**src/rtl/uart_pkg.sv**
```systemverilog
// uart_pkg: definitions shared by the 8n1 UART blocks.
//   uart_state_t  receiver framing states (also exported on the debug port)
//   SAMPLE_T0..T2 x16 tick values at which the line is sampled for a bit
//   LAST_TICK     final x16 tick of a bit period
//   DATA_BITS     payload bits per frame
//   majority3     2-of-3 vote used to filter line noise
package uart_pkg;

    typedef enum logic [2:0] {
        IDLE  = 3'd0,
        START = 3'd1,
        DATA  = 3'd2,
        STOP  = 3'd3,
        BREAK = 3'd4
    } uart_state_t;

    localparam logic [3:0] SAMPLE_T0 = 4'd7;
    localparam logic [3:0] SAMPLE_T1 = 4'd8;
    localparam logic [3:0] SAMPLE_T2 = 4'd9;
    localparam logic [3:0] LAST_TICK = 4'd15;
    localparam int         DATA_BITS = 8;

    function automatic logic majority3(input logic a, input logic b, input logic c);
        return (a & b) | (a & c) | (b & c);
    endfunction

endpackage

```
**src/rtl/rx_fifo.sv**
```systemverilog
// rx_fifo: first-word fall-through FIFO holding received bytes.
//   clk, rst_n   clock, asynchronous active-low reset
//   push, wdata  write strobe and data
//   pop          read strobe; ignored while empty
//   rdata        head entry, valid while not_empty (0 when empty)
//   not_empty    at least one entry stored
//   half_full    count >= DEPTH/2
//   full         count == DEPTH
//   overflow     one-clk pulse when a push is dropped (full, no pop)
// A push and pop in the same clk while full both take effect, so the
// writer is never refused when the reader frees a slot in that clk.
module rx_fifo #(
    parameter int WIDTH      = 8,
    parameter int LOG2_DEPTH = 4
) (
    input  logic             clk,
    input  logic             rst_n,
    input  logic             push,
    input  logic [WIDTH-1:0] wdata,
    input  logic             pop,
    output logic [WIDTH-1:0] rdata,
    output logic             not_empty,
    output logic             half_full,
    output logic             full,
    output logic             overflow
);
    localparam int DEPTH = 1 << LOG2_DEPTH;
    localparam logic [LOG2_DEPTH:0] CNT_FULL = (LOG2_DEPTH+1)'(DEPTH);
    localparam logic [LOG2_DEPTH:0] CNT_HALF = (LOG2_DEPTH+1)'(DEPTH / 2);

    logic [WIDTH-1:0]      mem [DEPTH];
    logic [LOG2_DEPTH-1:0] wr_ptr;
    logic [LOG2_DEPTH-1:0] rd_ptr;
    logic [LOG2_DEPTH:0]   count;
    logic                  do_push;
    logic                  do_pop;

    assign not_empty = (count != '0);
    assign full      = (count == CNT_FULL);
    assign half_full = (count >= CNT_HALF);
    assign do_pop    = pop && not_empty;
    assign do_push   = push && (!full || do_pop);
    assign overflow  = push && full && !pop;
    assign rdata     = not_empty ? mem[rd_ptr] : '0;

    always_ff @(posedge clk) begin
        if (do_push) begin
            mem[wr_ptr] <= wdata;
        end
    end

    always_ff @(posedge clk or negedge rst_n) begin
        if (!rst_n) begin
            wr_ptr <= '0;
            rd_ptr <= '0;
            count  <= '0;
        end else begin
            if (do_push) begin
                wr_ptr <= wr_ptr + LOG2_DEPTH'(1);
            end
            if (do_pop) begin
                rd_ptr <= rd_ptr + LOG2_DEPTH'(1);
            end
            case ({do_push, do_pop})
                2'b10:   count <= count + (LOG2_DEPTH+1)'(1);
                2'b01:   count <= count - (LOG2_DEPTH+1)'(1);
                default: count <= count;
            endcase
        end
    end

endmodule

```
**src/rtl/rx_uart.sv**
```systemverilog
// rx_uart: 8n1 UART receiver with x16 oversampling and a receive FIFO.
//   clk, rstN      clock, asynchronous active-low reset
//   x16BaudStrobe  one-clk strobe at 16x baud; each strobe is one tick
//   serialIn       asynchronous serial line, idles high
//   read           pop strobe for the FIFO head
//   dataOut        FIFO head byte, valid while dataPresent
//   dataPresent    FIFO not empty
//   halfFull, full FIFO level flags
//   frameError     one-clk pulse when a stop bit is sampled low
//   overrun        one-clk pulse when a good byte is dropped (FIFO full)
//   stateDbg       current framing state
// Host handshake: dataPresent is valid, read is ready; a byte moves on
// every clk where both are high, and read with dataPresent low does nothing.
module rx_uart
    import uart_pkg::*;
#(
    parameter int LOG2_DEPTH = 4
) (
    input  logic        clk,
    input  logic        rstN,
    input  logic        x16BaudStrobe,
    input  logic        serialIn,
    input  logic        read,
    output logic [7:0]  dataOut,
    output logic        dataPresent,
    output logic        halfFull,
    output logic        full,
    output logic        frameError,
    output logic        overrun,
    output uart_state_t stateDbg
);
    localparam logic [2:0] LAST_BIT = 3'(DATA_BITS - 1);

    logic                 sync_q1;
    logic                 rx_s;
    uart_state_t          state;
    uart_state_t          state_nxt;
    logic [3:0]           tick;
    logic [2:0]           bit_cnt;
    logic                 samp0;
    logic                 samp1;
    logic                 bit_val;
    logic [DATA_BITS-1:0] shreg;
    logic                 tick_clr;
    logic                 bit_cnt_clr;
    logic                 bit_cnt_inc;
    logic                 shift_en;
    logic                 push_set;
    logic                 ferr_set;
    logic                 push_q;
    logic                 frame_err_q;

    // Two-flop synchroniser; resets to the idle (high) line level.
    always_ff @(posedge clk or negedge rstN) begin
        if (!rstN) begin
            sync_q1 <= 1'b1;
            rx_s    <= 1'b1;
        end else begin
            sync_q1 <= serialIn;
            rx_s    <= sync_q1;
        end
    end

    // The third vote is the live rxS, so bit_val is only meaningful on the
    // strobe at SAMPLE_T2.
    assign bit_val  = majority3(samp0, samp1, rx_s);
    assign stateDbg = state;

    always_ff @(posedge clk or negedge rstN) begin
        if (!rstN) begin
            state <= IDLE;
        end else begin
            state <= state_nxt;
        end
    end

    always_comb begin
        state_nxt   = state;
        tick_clr    = 1'b0;
        bit_cnt_clr = 1'b0;
        bit_cnt_inc = 1'b0;
        shift_en    = 1'b0;
        push_set    = 1'b0;
        ferr_set    = 1'b0;
        if (x16BaudStrobe) begin
            case (state)
                IDLE: begin
                    if (!rx_s) begin
                        state_nxt = START;
                        tick_clr  = 1'b1;
                    end
                end
                START: begin
                    if (tick == SAMPLE_T2 && bit_val) begin
                        state_nxt = IDLE;
                    end else if (tick == LAST_TICK) begin
                        state_nxt   = DATA;
                        bit_cnt_clr = 1'b1;
                    end
                end
                DATA: begin
                    if (tick == SAMPLE_T2) begin
                        shift_en = 1'b1;
                    end
                    if (tick == LAST_TICK) begin
                        if (bit_cnt == LAST_BIT) begin
                            state_nxt = STOP;
                        end else begin
                            bit_cnt_inc = 1'b1;
                        end
                    end
                end
                STOP: begin
                    // Leaving at mid stop bit gives half a bit of slack to
                    // catch the next start edge on back-to-back frames.
                    if (tick == SAMPLE_T2) begin
                        if (bit_val) begin
                            push_set  = 1'b1;
                            state_nxt = IDLE;
                        end else begin
                            ferr_set  = 1'b1;
                            state_nxt = BREAK;
                        end
                    end
                end
                BREAK: begin
                    if (rx_s) begin
                        state_nxt = IDLE;
                    end
                end
                default: state_nxt = IDLE;
            endcase
        end
    end

    always_ff @(posedge clk or negedge rstN) begin
        if (!rstN) begin
            tick        <= '0;
            bit_cnt     <= '0;
            samp0       <= 1'b0;
            samp1       <= 1'b0;
            shreg       <= '0;
            push_q      <= 1'b0;
            frame_err_q <= 1'b0;
        end else begin
            if (tick_clr) begin
                tick <= '0;
            end else if (x16BaudStrobe) begin
                tick <= tick + 4'd1;
            end
            if (x16BaudStrobe && tick == SAMPLE_T0) begin
                samp0 <= rx_s;
            end
            if (x16BaudStrobe && tick == SAMPLE_T1) begin
                samp1 <= rx_s;
            end
            if (bit_cnt_clr) begin
                bit_cnt <= '0;
            end else if (bit_cnt_inc) begin
                bit_cnt <= bit_cnt + 3'd1;
            end
            // LSB arrives first, so shift in from the top.
            if (shift_en) begin
                shreg <= {bit_val, shreg[DATA_BITS-1:1]};
            end
            push_q      <= push_set;
            frame_err_q <= ferr_set;
        end
    end

    assign frameError = frame_err_q;

    // shreg is stable until the next frame's data bits, so it can be
    // written in the clk after the stop-bit decision.
    rx_fifo #(
        .WIDTH      (DATA_BITS),
        .LOG2_DEPTH (LOG2_DEPTH)
    ) u_fifo (
        .clk       (clk),
        .rst_n     (rstN),
        .push      (push_q),
        .wdata     (shreg),
        .pop       (read),
        .rdata     (dataOut),
        .not_empty (dataPresent),
        .half_full (halfFull),
        .full      (full),
        .overflow  (overrun)
    );

endmodule

```
**config.mk**
```make
export PLATFORM = sky130hd
export DESIGN_NAME = rx_uart
export DESIGN_NICKNAME = d
export VERILOG_FILES = /design/src/rtl/uart_pkg.sv /design/src/rtl/rx_fifo.sv /design/src/rtl/rx_uart.sv
export SDC_FILE = /design/constraint.sdc
export NUM_CORES = 1
export LEC_CHECK = 0
export CORE_MARGIN = 2
export CORE_UTILIZATION = 68
export CTS_BUF_LIST = sky130_fd_sc_hd__clkbuf_2
export DETAILED_ROUTE_END_ITERATION = 10
export GPL_TIMING_DRIVEN = 0
export HOLD_SLACK_MARGIN = 0.05
export PLACE_DENSITY_LB_ADDON = 0.1
export SLEW_MARGIN = 25
export SYNTH_ARGS = -nofsm -noshare
export SYNTH_HDL_FRONTEND = slang
export SYNTH_SLANG_ARGS = --single-unit
```
**constraint.sdc**
```tcl
create_clock -name clk -period 4.4 [get_ports clk]
set_clock_uncertainty 0.1 [all_clocks]
set_input_delay 0.44 -clock clk [delete_from_list [all_inputs] [get_ports clk]]
set_output_delay 0.44 -clock clk [all_outputs]
set_load 0.03 [all_outputs]
```
## Yosys cells after proc, flatten, opt, wreduce, memory -nomap -nowiden

Memories as Yosys holds them, arrays and structs flattened.
Index checks and enable logic that the tools add are counted.

- Magnitude comparators: 1
- Add/subtract/negate cells: 6
- Bitwise gates (word level): 5
- Mux-type cells: 39
- Reductions and logical operators: 16
- Equal/unequal tests: 18

Operator list:

| cell | count |
|---|---|
| 2-to-1 mux 3 bit | 10 |
| 2-to-1 mux 1 bit | 24 |
| one-hot mux 3 bit (5 select lines) | 1 |
| adder 4 x 1 -> 4 bit (second input constant) | 3 |
| == test 4 bit (second input constant) | 3 |
| != test 2 bit (second input constant) | 5 |
| one-hot mux 5 bit (2 select lines) | 1 |
| 2-to-1 mux 4 bit | 2 |
| 2-to-1 mux 8 bit | 1 |
| logical AND 1 bit | 7 |
| AND reduction 7 bit | 1 |
| == test 3 x 2 -> 1 bit (second input constant) | 2 |
| == test 3 bit (second input constant) | 2 |
| nonzero test 2 bit | 3 |
| adder 5 x 1 -> 5 bit (second input constant) | 1 |
| == test 5 bit (second input constant) | 1 |
| >= comparator 5 x 4 -> 1 bit (second input constant) | 1 |
| nonzero test 5 bit | 1 |
| subtractor 5 x 1 -> 5 bit (second input constant) | 1 |
| == test 4 x 3 -> 1 bit (second input constant) | 1 |
| adder 3 x 1 -> 3 bit (second input constant) | 1 |
| AND 1 bit | 3 |
| == test 3 x 1 -> 1 bit (second input constant) | 1 |
| logical NOT 3 bit | 1 |
| other kinds (6) | 8 |

- Logic and storage cells: 99
- RAM bits: 128
- Memories kept: 1
- Input port bits: 5
- Output and inout port bits: 16
- Bits in registers: 37

Memory list:

| name | words | width | read ports | clocked after Yosys merged registers in | write ports | line | RTL |
|---|---|---|---|---|---|---|---|
| u_fifo.mem | 16 | 8 | 1 | 0 | 1 | rx_fifo.sv:31 | `logic [WIDTH-1:0] mem [DEPTH];` |

## Longest topological paths before layout

Gate-level depths: netlist of run 1.

- Depth in word-level cells: 8
- Depth in mapped cells: 9
- Mapped depth without buffers: 8

## By module

A second synthesis of run 1 with hierarchy kept.

- Cells, all modules: 414
- Area total of the unflattened synthesis: 7125.6 sq um

Modules (own cells, without submodules):

| module | cells an instance | area an instance (sq um) | seq. area each (sq um) | times used |
|---|---|---|---|---|
| rx_fifo | 313 | 5929.4 | 4169.0 | 1 |
| rx_uart | 101 | 1196.1 | 603.1 | 1 |

## Least setup slack after synthesis of run 1

Ideal clock, no wire load.

- Kind: flip-flop to output port
- From: reg u_fifo.rd_ptr[0]
- To: out dataOut[0]
- Path buffers: 3
- Required time: 3.860 ns
- Arrival time: 1.983 ns
- Path slack: 1.877 ns
- Stages on the path, launching flop included: 7
- Cells stage by stage: dfrtp_1 -> buf_6 -> buf_6 -> buf_8 -> mux4_2 -> mux2i_1 -> a211oi_1

- Cells in the longest elaborated chain, start to end: 2

RTL lines:

| what | line | RTL |
|---|---|---|
| from (decl) | rx_fifo.sv:33 | `logic [LOG2_DEPTH-1:0] rd_ptr;` |
| from (signal assigned) | rx_fifo.sv:62 | `rd_ptr <= rd_ptr + LOG2_DEPTH'(1);` |
| memory (16 x 8 bit) | - |  |
| 2-to-1 mux 8 bit | rx_fifo.sv:44 | `assign rdata = not_empty ? mem[rd_ptr] : '0;` |
| to (decl) | rx_uart.sv:24 | `output logic [7:0] dataOut,` |

No other way between the ends.

## Final worst setup path of run 1

- From: reg u_fifo.rd_ptr[1]
- To: out dataOut[5]

The elaborated chain is that of the path after synthesis.

==> summary.md, run 1 <==
| Metric | Value |
|---|---|
| Status | completed |
| Family with the most delay on the worst path | buffers and inverters |
| Initial Utilization | 69.0% |
| Measured slew at the worst slew-check pin | 0.893 ns |
| Number of synthesized flops with an enable pin | 128 |
| Share of cells above drive strength 1 | 23.9% |
| CP max-delay cell | clkdlybuf4s50_1 |
| Die ar. | 11,200 µm² |
| ANT cells | 0 |
| First-pass GRT wire length | 21,500 µm |
| Avg Synthesized Cell Area | 16.9 µm² |
| Mapped Area | 7030 µm² |
| P&R area growth vs syn | 9.06% |
| CP Launch Type | flip-flop |
| Max Slew Vio Count | 0 |
| Antenna viol nets, final | 0 |
| CTS tree | done |
| Clock-pin slew on the worst setup and hold paths | 0.21 ns |
| Type of the worst min-delay path | in -> async |
| Post-synthesis xor/xnor area fraction | 0.747% |
| DP HPWL | 9090 µm |
| Routed vias/inst | 6.40 |
| Post-synth top area share | 54.7% |
| Number of max-cap violations | 0 |
| Routability congestion estimate | 0.868 |
| Leakage power | 0.00267 µW |
| Bufs on Longest Clock Path | 2 |
| PD cells | 501 nW/µm² |
| Largest cells by area after synthesis | edfxtp_1 (55%), dfrtp_1 (12%), mux4_2 (10%) |
| H-Tree Depth | 4 |
| TritonCTS buffer count | 17 |
| Worst path required time | 3.86 ns |
| Synth cell types | 61 |
| Clock Latency Late Sink | 0.70 ns |
| Setup Fix Bufs, Post-CTS | 0 |
| Nets | 475 |
| Critical path cell sequence | buf_2 > buf_2 > buf_2 > mux2i_1 > a211oi_1 > clkdlybuf4s50_1 |
| GR Overflow Total | 0 |
| Largest family of logic cells by synthesized area | multiplexers |
| Syn Inst Count | 416 |
| Total power draw | 3840 µW |
| Multi-input gate area | 2090 µm² |
| Wire per inst | 22.7 µm |
| Setup CP Type | reg -> out |
| Ys flop type | edfxtp_1 |
| Post-synthesis async set-or-reset flop share | 22.4% |
| Worst rel slew slack | 40.3% |
| Via count | 3,893 |
| CTS Sinks | 165 |
| # fillers | 628 |
| Count of final setup violators | 0 |
| Global Route Usage Sum | 26.6% |
| VDD IR max | 0.440 mV |
| Cell count after placement | 573 |
| CP dominant cell by count | buf_2 |
| Initial antenna violation count | 0 |
| FMAX | 0.265 GHz |
| Largest net degree at the start of global routing | 31 |
| Buffer and inverter count on the worst path | 4 |
| Area occupied by registers | 4770 µm² |
| Area leader, netlist | edfxtp_1 |
| Post-Syn Nets | 432 |
| Drt pass-1 iters | 4 |
| # IOs | 21 |
| Port Buffers | 20 |
| Core Rows | 37 |
| Seq cells post-synth | 165 |
| Adder-cell share of the synthesized area | 2.10% |
| Sum Neg Setup Slack | 0 ns |
| Crit path time final | 3.78 ns |
| Die Y | 106 µm |
| Critical Path Fanout Max | 10 |
| Synthesis Warnings | 0 |
| Clock root buffer | clkbuf_2 |
| Final cell count without fillers | 608 |
| DR iter-0 viols | 363 |
| Mux contribution to synthesized area | 13.6% |
| Worst path max stage delay | 0.73 ns |
| CP endpoint kind | output pin |
| Critical Path AT | 3.24 ns |
| Final hold viol count | 0 |
| Register area share after synthesis | 67.9% |
| Die width | 106 µm |
| Synth Area in Simple Gates | 7.24% |
| CORE AREA | 10,200 µm² |
| Vias in the first global route | 3,898 |
| DRC Markers | 0 |
| Synth Area in Compound Gates | 5.73% |
| RSZ-0062 raised after global routing | false |
| Final wirelength | 13,800 µm |
| Period utilization | 85.9% |
what timing repair did:
action	CTS	global route
gates resized for setup	0	0
hold buffers	3	0
endpoints found under the hold margin	38	0
report_power, final:
group | leakage [µW] | internal, µW | switching (µW)
combinational | 0.000925 | 590 | 748
clock | 0.000144 | 209 | 517
sequential | 0.00160 | 1730 | 51.4
total | 0.00267 | 2520 | 1320
layout by cell type (no fill, tap or decap), types with 6 or more instances in the layout:
master,count
a21oi_1,7
mux2_2,12
clkbuf_2,20
clkdlybuf4s50_1,19
nor2_1,19
buf_2,12
inv_1,7
o21ai_0,6
nand2b_1,7
mux2i_1,9
edfxtp_1,128
a211oi_1,16
mux4_2,32
nor2b_1,17
ha_1,11
clkbuf_1,8
nand3_1,6
dfrtp_1,35
nand2_1,13
path summary, 6_finish.rpt:
check                                        startpoint                            to  slack [ns]  cells after the start
min                                                rstN   u_fifo.count[0]$_DFFE_PN0P_        0.13                      3
max                        u_fifo.rd_ptr[1]$_DFFE_PN0N_                    dataOut[5]        0.62                      6
max in group asynchronous                          rstN  u_fifo.rd_ptr[0]$_DFFE_PN0N_        3.26                      3
min in group clk                      sync_q1$_DFF_PN1_                rx_s$_DFF_PN1_        0.29                      0
min reg2reg                           sync_q1$_DFF_PN1_                rx_s$_DFF_PN1_        0.29                      0
max reg2reg                 u_fifo.count[0]$_DFFE_PN0P_   u_fifo.count[2]$_DFFE_PN0P_        1.74                      9
cells by family (layout without fill, tap and decap cells):
logic type      after synthesis  count (layout)
simple gates                 89              89
buf+inv                      35              91
mux                          54              54
fa+ha+maj                    12              12
flops                       165             165
xor+xnor                      6               6
compound gates               55              55
metal layers:
layer	routed length (µm)	GRT usage, %	up-vias
li1	-	-	1727
met1	5830	38.4	2016
met2	6990	41.9	143
met3	835	5.88	7
met4	130	7.80	0
met5	0	0	-
worst min-delay path: stages:
cell and delay, ns:
dlygate4sd3_1 0.53, buf_2 0.14, buf_12 0.20
through the flow:
stage / utilization (%) / hold slack [ns] / setup slack (ns) / instance area (µm²)
final: 75.3 / 0.126 / 0.621 / 7670
after global routing: 75.3 / 0.0783 / 0.441 / 7670
after CTS: 75.3 / 0.0751 / 0.548 / 7670
after detailed placement: 73.0 / 0.210 / 1.24 / 7440
after global placement: 72.7 / 0.246 / 1.02 / 7400
after floorplan: - / 0.0444 / 1.88 / 7030
registers in the layout, summed over array words and instances (netlist names), 3 cells and up:
name	cells
u_fifo.mem	128
shreg	8
u_fifo.count	5
u_fifo.rd_ptr	4
stateDbg	3
u_fifo.wr_ptr	4
bit_cnt	3
tick	4
Yosys cell counts, types with 8 or more instances:
master / number
nor2_1: 19
dfrtp_1: 35
mux4_2: 32
edfxtp_1: 128
clkbuf_1: 8
nand2_1: 13
mux2i_1: 9
mux2_2: 12
a211oi_1: 16
buf_2: 11
ha_1: 11
nor2b_1: 17
cell type report:
| cell class | count | share of cell area (%) |
|---|---|---|
| flip-flops and latches | 165 | 62.2 |
| multi-input cells | 216 | 27.2 |
| repair buffers | 24 | 3.20 |
| well taps | 136 | 2.22 |
| plain buffers | 27 | 2.06 |
| clock inverters | 13 | 1.39 |
| clock buffers | 19 | 1.24 |
| inverters | 8 | 0.424 |
Power figures use the tool's default switching activity.
==> run 2: changes to the inputs <==
Settings changed: CORE_ASPECT_RATIO set to 1.75, SETUP_SLACK_MARGIN set to 0.05.
==> run 2 against run 1 <==
Sequential power about the same. Die area grew 0.29%. Via count barely moved. Sequential cell count stayed put. Power is 2.2% higher. Final cell count is 1.3% lower. First-iteration DRC count decreased by 11%. Fmax fell by 1.7%. Count of clock-buffer cells in the layout decreased by 2. Global-route usage increased by 0.77 points. Highest routed layer unchanged. Critical path depth unchanged.
==> summary.md, run 2 (synthesis results as in run 1) <==
| Metric | Value |
|---|---|
| CP endpoint kind | output pin |
| Drt pass-1 iters | 5 (+1) |
| Initial antenna violation count | 0 (unchanged) |
| P&R area growth vs syn | 9.77% |
| Final wirelength | 14,100 µm (+2.0%) |
| Global Route Usage Sum | 27.4% (+0.77 points) |
| FMAX | 0.260 GHz (-1.7%) |
| Die ar. | 11,200 µm² (+0.29%) |
| Worst Hold End | rx_s$_DFF_PN1_ |
| Clock Latency Late Sink | 0.71 ns (about the same) |
| Setup CP Type | reg -> out |
| Largest net degree at the start of global routing | 30 (-3.2%) |
| Setup Fix Bufs, Post-CTS | 0 (unchanged) |
| Max Slew Vio Count | 0 (unchanged) |
| Crit path time final | 3.84 ns (+0.0642 ns) |
| # IOs | 21 (unchanged) |
| Total power draw | 3930 µW (+2.2%) |
| Core Rows | 49 (+32%) |
| Status | completed |
| Most frequent cells in the layout | edfxtp_1 (128), dfrtp_1 (35), mux4_2 (32) |
| Reg2Reg Depth | 9 (unchanged) |
| Share of cells above drive strength 1 | 23.7% (-0.26 points) |
| Bufs on Longest Clock Path | 2 (unchanged) |
| Type of the worst min-delay path | reg -> reg |
| ANT cells | 0 (unchanged) |
| FF-to-FF End | u_fifo.count[2]$_DFFE_PN0P_ |
| Min-Delay Path Depth | 0 |
| M1 GR Usage | 30.3% (-8.1 points) |
| Worst path required time | 3.86 ns (about the same) |
| PD cells | 509 nW/µm² (+1.6%) |
| CTS tree | done |
| Period utilization | 87.3% (+1.5 points) |
| CORE AREA | 10,200 µm² (about the same) |
| Routed vias/inst | 6.48 (+1.3%) |
| Die width | 80.9 µm (-23%) |
| DR iter-0 viols | 323 (-11%) |
| First-pass GRT wire length | 21,900 µm (+1.9%) |
| GRT met3 Usage | 6.53% (+0.65 points) |
| Measured slew at the worst slew-check pin | 0.894 ns (+0.00180 ns) |
| Vias in the first global route | 4,130 (+6.0%) |
| DRC Markers | 0 (unchanged) |
| Biggest regs | u_fifo.mem (128), shreg (8), u_fifo.count (5) |
| Clock-pin slew on the worst setup and hold paths | 0.23 ns (+0.02 ns) |
| Critical Path Fanout Max | 10 (unchanged) |
| Top reg by flops | u_fifo.mem |
| Nets | 476 (+0.21%) |
| Initial Utilization | 69.1% (about the same) |
| GR Overflow Total | 0 (unchanged) |
| H-Tree Depth | 4 (unchanged) |
| TritonCTS buffer count | 17 (unchanged) |
| DP HPWL | 9980 µm (+9.8%) |
| Met2 Use GR | 49.9% (+8.0 points) |
| Cts repair resizes | 0 (unchanged) |
| Port Buffers | 20 (unchanged) |
| Count of final setup violators | 0 (unchanged) |
| HP Start | sync_q1$_DFF_PN1_ |
| Antenna viol nets, final | 0 (unchanged) |
| Final hold viol count | 0 (unchanged) |
| Sum Neg Setup Slack | 0 ns (unchanged) |
| CTS Sinks | 165 (unchanged) |
| Critical Path AT | 3.30 ns (+0.06 ns) |
| Leakage power | 0.00268 µW (+0.59%) |
| Worst rel slew slack | 40.2% (-0.12 points) |
| Via count | 3,890 (-0.077%) |
| Wire per inst | 23.4 µm (+3.4%) |
| RR Startpoint | u_fifo.count[0]$_DFFE_PN0P_ |
| VDD IR max | 0.481 mV (+9.4%) |
| CP Launch Type | flip-flop |
| Hold buffers post-CTS | 4 (+1) |
| Number of max-cap violations | 0 (unchanged) |
| Commonest non-fill, non-tap cell in the layout | edfxtp_1 |
| Max reg flops | 128 (unchanged) |
| R2r setup slk | 1.70 ns (-0.04 ns) |
| Gr busiest metal | met2 |
| Routability congestion estimate | 0.766 (-12%) |
| Die Y | 139 µm (+31%) |
| RSZ-0062 raised after global routing | false |
| Clock root buffer | clkbuf_2 |
==> run 2: cell count changes in the layout (fill, tap and decap cells not counted), sizes merged <==
cell         before  now
bufinv            1    2
clkbuf           28   26
clkinv            5    6
dlygate4sd3       3    4
==> run 2: report_power, final <==
part	internal [µW]	leakage (µW)	switching, µW
Combinational	588	0.000929	734
Sequential	1730	0.00160	54.3
Clock	278	0.000156	547
==> run 2: worst max-delay path by stage <==
stage | slack [ns] | depth (start not counted) | end | startpoint
after global routing | 0.39 | 6 | dataOut[2] | u_fifo.rd_ptr[1]$_DFFE_PN0N_
after floorplan | 1.88 | 6 | dataOut[0] | u_fifo.rd_ptr[0]$_DFFE_PN0N_
final | 0.56 | 6 | dataOut[2] | u_fifo.rd_ptr[1]$_DFFE_PN0N_
after global placement | 0.95 | 6 | u_fifo.mem[3][0]$_DFFE_PP_ | read
after CTS | 0.47 | 6 | dataOut[2] | u_fifo.rd_ptr[1]$_DFFE_PN0N_
after detailed placement | 1.19 | 6 | u_fifo.mem[11][0]$_DFFE_PP_ | read
==> run 2: per-layer routing <==
layer | wire (µm) | vias to the layer above | share of wire [%]
li1 | - | 1725 | -
met1 | 4860 | 2008 | 35
met2 | 8220 | 132 | 58
met3 | 620 | 25 | 4.4
met4 | 361 | 0 | 2.6
met5 | 0 | - | 0
==> run 2: area by class of cell <==
cell class / count / area (µm²)
buffer: 27 / 158
clock buffer: 17 / 85.1
clock inverter: 15 / 168
fill: 599 / 2460
inverter: 8 / 32.5
multi-input combinational: 216 / 2090
sequential: 165 / 4770
tap: 127 / 159
timing repair buffer: 25 / 255
==> run 2: worst max-delay path, stage by stage, from the launching register on <==
cell and delay [ns]:
dfrtp_1 0.40, buf_2 0.25, buf_2 0.31, buf_2 0.35, mux2i_1 0.19, a211oi_1 0.35
clkdlybuf4s50_1 0.74
==> run 2: metrics by stage <==
stage	std cells	cell area, µm²	util [%]	hold WS (ns)	worst slack, ns
2_1_floorplan	416	7030	-	0.0444	1.88
3_3_place_gp	563	7390	72.6	0.249	0.953
3_5_place_dp	564	7430	73.0	0.225	1.19
4_1_cts	600	7720	75.8	0.276	0.470
5_1_grt	600	7720	75.8	0.284	0.387
6_report	600	7720	75.8	0.274	0.557
==> run 3: changes to the inputs <==
Settings changed: SLEW_MARGIN 25 to unset.
==> run 3 against run 2 <==
Final cell count down 0.33%. Sequential cell count stayed put. Power is 0.97% higher. Critical path type unchanged. Highest routed layer unchanged.
==> summary.md, run 3 (synthesis results as in run 1) <==
| Metric | Value |
|---|---|
| PD cells | 517 nW/µm² (+1.5%) |
| Area after DPL | 7390 µm² (-0.54%) |
| Global Route Usage Sum | 27.5% (+0.13 points) |
| Leakage power | 0.00265 µW (-1.2%) |
| Reg2Reg Depth | 5 (-4) |
| DP HPWL | 9790 µm (-1.9%) |
| Critical Path AT | 3.32 ns (+0.02 ns) |
| Worst slack, placed | 0.846 ns (-0.341 ns) |
| Worst rel slew slack | 10.9% (-29 points) |
| Nets | 473 (-0.63%) |
| Commonest non-fill, non-tap cell in the layout | edfxtp_1 |
| Final wirelength | 14,200 µm (+0.78%) |
| Routed vias/inst | 6.51 (+0.39%) |
| CP endpoint kind | output pin |
| Die ar. | 11,200 µm² (unchanged) |
| GRT met3 Usage | 7.11% (+0.59 points) |
| Measured slew at the worst slew-check pin | 1.33 ns (+0.432 ns) |
| Type of the worst min-delay path | in -> async |
| P&R area growth vs syn | 9.15% |
| Wire per inst | 23.7 µm (+1.1%) |
| Final instance area | 7670 µm² (-0.57%) |
| Top reg by flops | u_fifo.mem |
| # fillers | 629 (+5.0%) |
| Layout Utilization | 75.4% (-0.43 points) |
| # IOs | 21 (unchanged) |
| Via count | 3,892 (+0.051%) |
| Setup CP Type | reg -> out |
| M1 GR Usage | 31.3% (+0.93 points) |
| Met2 Use GR | 48.1% (-1.8 points) |
| DR iter-0 viols | 379 (+17%) |
| Cell count after placement | 563 (-0.18%) |
| Worst path required time | 3.86 ns (about the same) |
| Clock-pin slew on the worst setup and hold paths | 0.23 ns (about the same) |
| Initial Utilization | 69.1% (unchanged) |
| Gr busiest metal | met2 |
| GR Overflow Total | 0 (unchanged) |
| Sum Neg Setup Slack | 0 ns (unchanged) |
| Most frequent cells in the layout | edfxtp_1 (128), dfrtp_1 (35), mux4_2 (32) |
| Port Buffers | 20 (unchanged) |
| R2r setup slk | 1.48 ns (-0.22 ns) |
| RR Startpoint | u_fifo.count[0]$_DFFE_PN0P_ |
| H-Tree Depth | 4 (unchanged) |
| FF-to-FF End | u_fifo.mem[0][6]$_DFFE_PP_ |
| Die Y | 139 µm (unchanged) |
| Largest net degree at the start of global routing | 38 (+27%) |
| Share of cells above drive strength 1 | 22.8% (-0.91 points) |
| Initial antenna violation count | 1 (+1) |
| Number of max-cap violations | 0 (unchanged) |
| CTS Sinks | 165 (unchanged) |
| Crit path time final | 3.86 ns (+0.0195 ns) |
| CTS tree | done |
| Critical Path Fanout Max | 10 (unchanged) |
| Clock root buffer | clkbuf_2 |
| Cts repair resizes | 0 (unchanged) |
| DRC Markers | 0 (unchanged) |
| Final worst slack | 0.538 ns (-0.0195 ns) |
| Final cell count without fillers | 598 (-0.33%) |
| Max Slew Vio Count | 0 (unchanged) |
| Antenna viol nets, final | 0 (unchanged) |
| Routability congestion estimate | 0.766 (unchanged) |
| Die width | 80.9 µm (unchanged) |
| Status | completed |
| Drt pass-1 iters | 7 (+2) |
| VDD IR max | 0.530 mV (+10%) |
| TritonCTS buffer count | 17 (unchanged) |
| Count of final setup violators | 0 (unchanged) |
| Period utilization | 87.8% (+0.44 points) |
| RSZ-0062 raised after global routing | false |
| First-pass GRT wire length | 21,800 µm (-0.22%) |
| Max reg flops | 128 (unchanged) |
| Vias in the first global route | 4,059 (-1.7%) |
| CP Launch Type | flip-flop |
| FMAX | 0.259 GHz (-0.51%) |
| Bufs on Longest Clock Path | 2 (unchanged) |
| Biggest regs | u_fifo.mem (128), shreg (8), u_fifo.count (5) |
| Core Rows | 49 (unchanged) |
| Final hold viol count | 0 (unchanged) |
| CORE AREA | 10,200 µm² (unchanged) |
| Clock Latency Late Sink | 0.70 ns (about the same) |
-- run 3: cell types whose count changed in the layout (fill, tap and decap cells not counted), sizes merged --
cell         before  now
clkinv            6    3
dlygate4sd3       4    2
buf              20   19
inv              15   18
diode             0    1
-- run 3: report_power, final --
group          internal [µW]  switching [µW]  leakage, µW  total (µW)
Clock                    289             565     0.000160         854
Combinational            586             745     0.000891        1330
Sequential              1730            54.5      0.00160        1780
-- run 3: worst max path at each step --
stage	slack [ns]	endpoint	depth (start not counted)	start
2_1_floorplan	1.88	dataOut[0]	6	u_fifo.rd_ptr[0]$_DFFE_PN0N_
3_3_place_gp	0.95	u_fifo.mem[3][0]$_DFFE_PP_	6	read
3_5_place_dp	0.85	u_fifo.mem[0][5]$_DFFE_PP_	6	read
4_1_cts	0.48	dataOut[2]	6	u_fifo.rd_ptr[1]$_DFFE_PN0N_
5_1_grt	0.34	dataOut[3]	6	u_fifo.rd_ptr[1]$_DFFE_PN0N_
6_report	0.54	dataOut[2]	6	u_fifo.rd_ptr[1]$_DFFE_PN0N_
-- run 3: cell type report --
| cell class | instances | area (µm²) | share of cell area [%] |
|---|---|---|---|
| Sequential cell | 165 | 4770 | 62.2 |
| Clock buffer | 17 | 85.1 | 1.11 |
| Timing Repair Buffer | 22 | 215 | 2.80 |
| Antenna cell | 1 | 2.50 | 0.0326 |
| Clock inverter | 15 | 181 | 2.36 |
| Multi-Input combinational cell | 216 | 2070 | 27.0 |
| Buffer | 27 | 158 | 2.05 |
| Tap cell | 127 | 159 | 2.07 |
| Inverter | 8 | 32.5 | 0.424 |
-- run 3: per-layer routing --
metal	wire, µm	share of wire, %
met5	0	0
met4	523	3.7
met3	654	4.6
met2	7930	56
met1	5060	36
-- run 3: per-stage QoR --
stage,power [µW],hold WS [ns]
global route,4140,0.224
global placement,3100,0.249
CTS,3980,0.215
floorplan,2750,0.0444
detailed placement,3140,0.249
finish,3960,0.252
-- run 3: worst max-delay path, cell delays in order (launching register included) --
cell and delay [ns]:
dfrtp_1 0.40, buf_2 0.25, buf_2 0.32, buf_2 0.34, mux2i_1 0.19, a211oi_1 0.36
clkdlybuf4s50_1 0.75
-- run 3: repair_timing --
action	4_1_cts	5_1_grt
hold buffers	2	0
endpoints found under the hold margin	36	0
buffers inserted	0	0
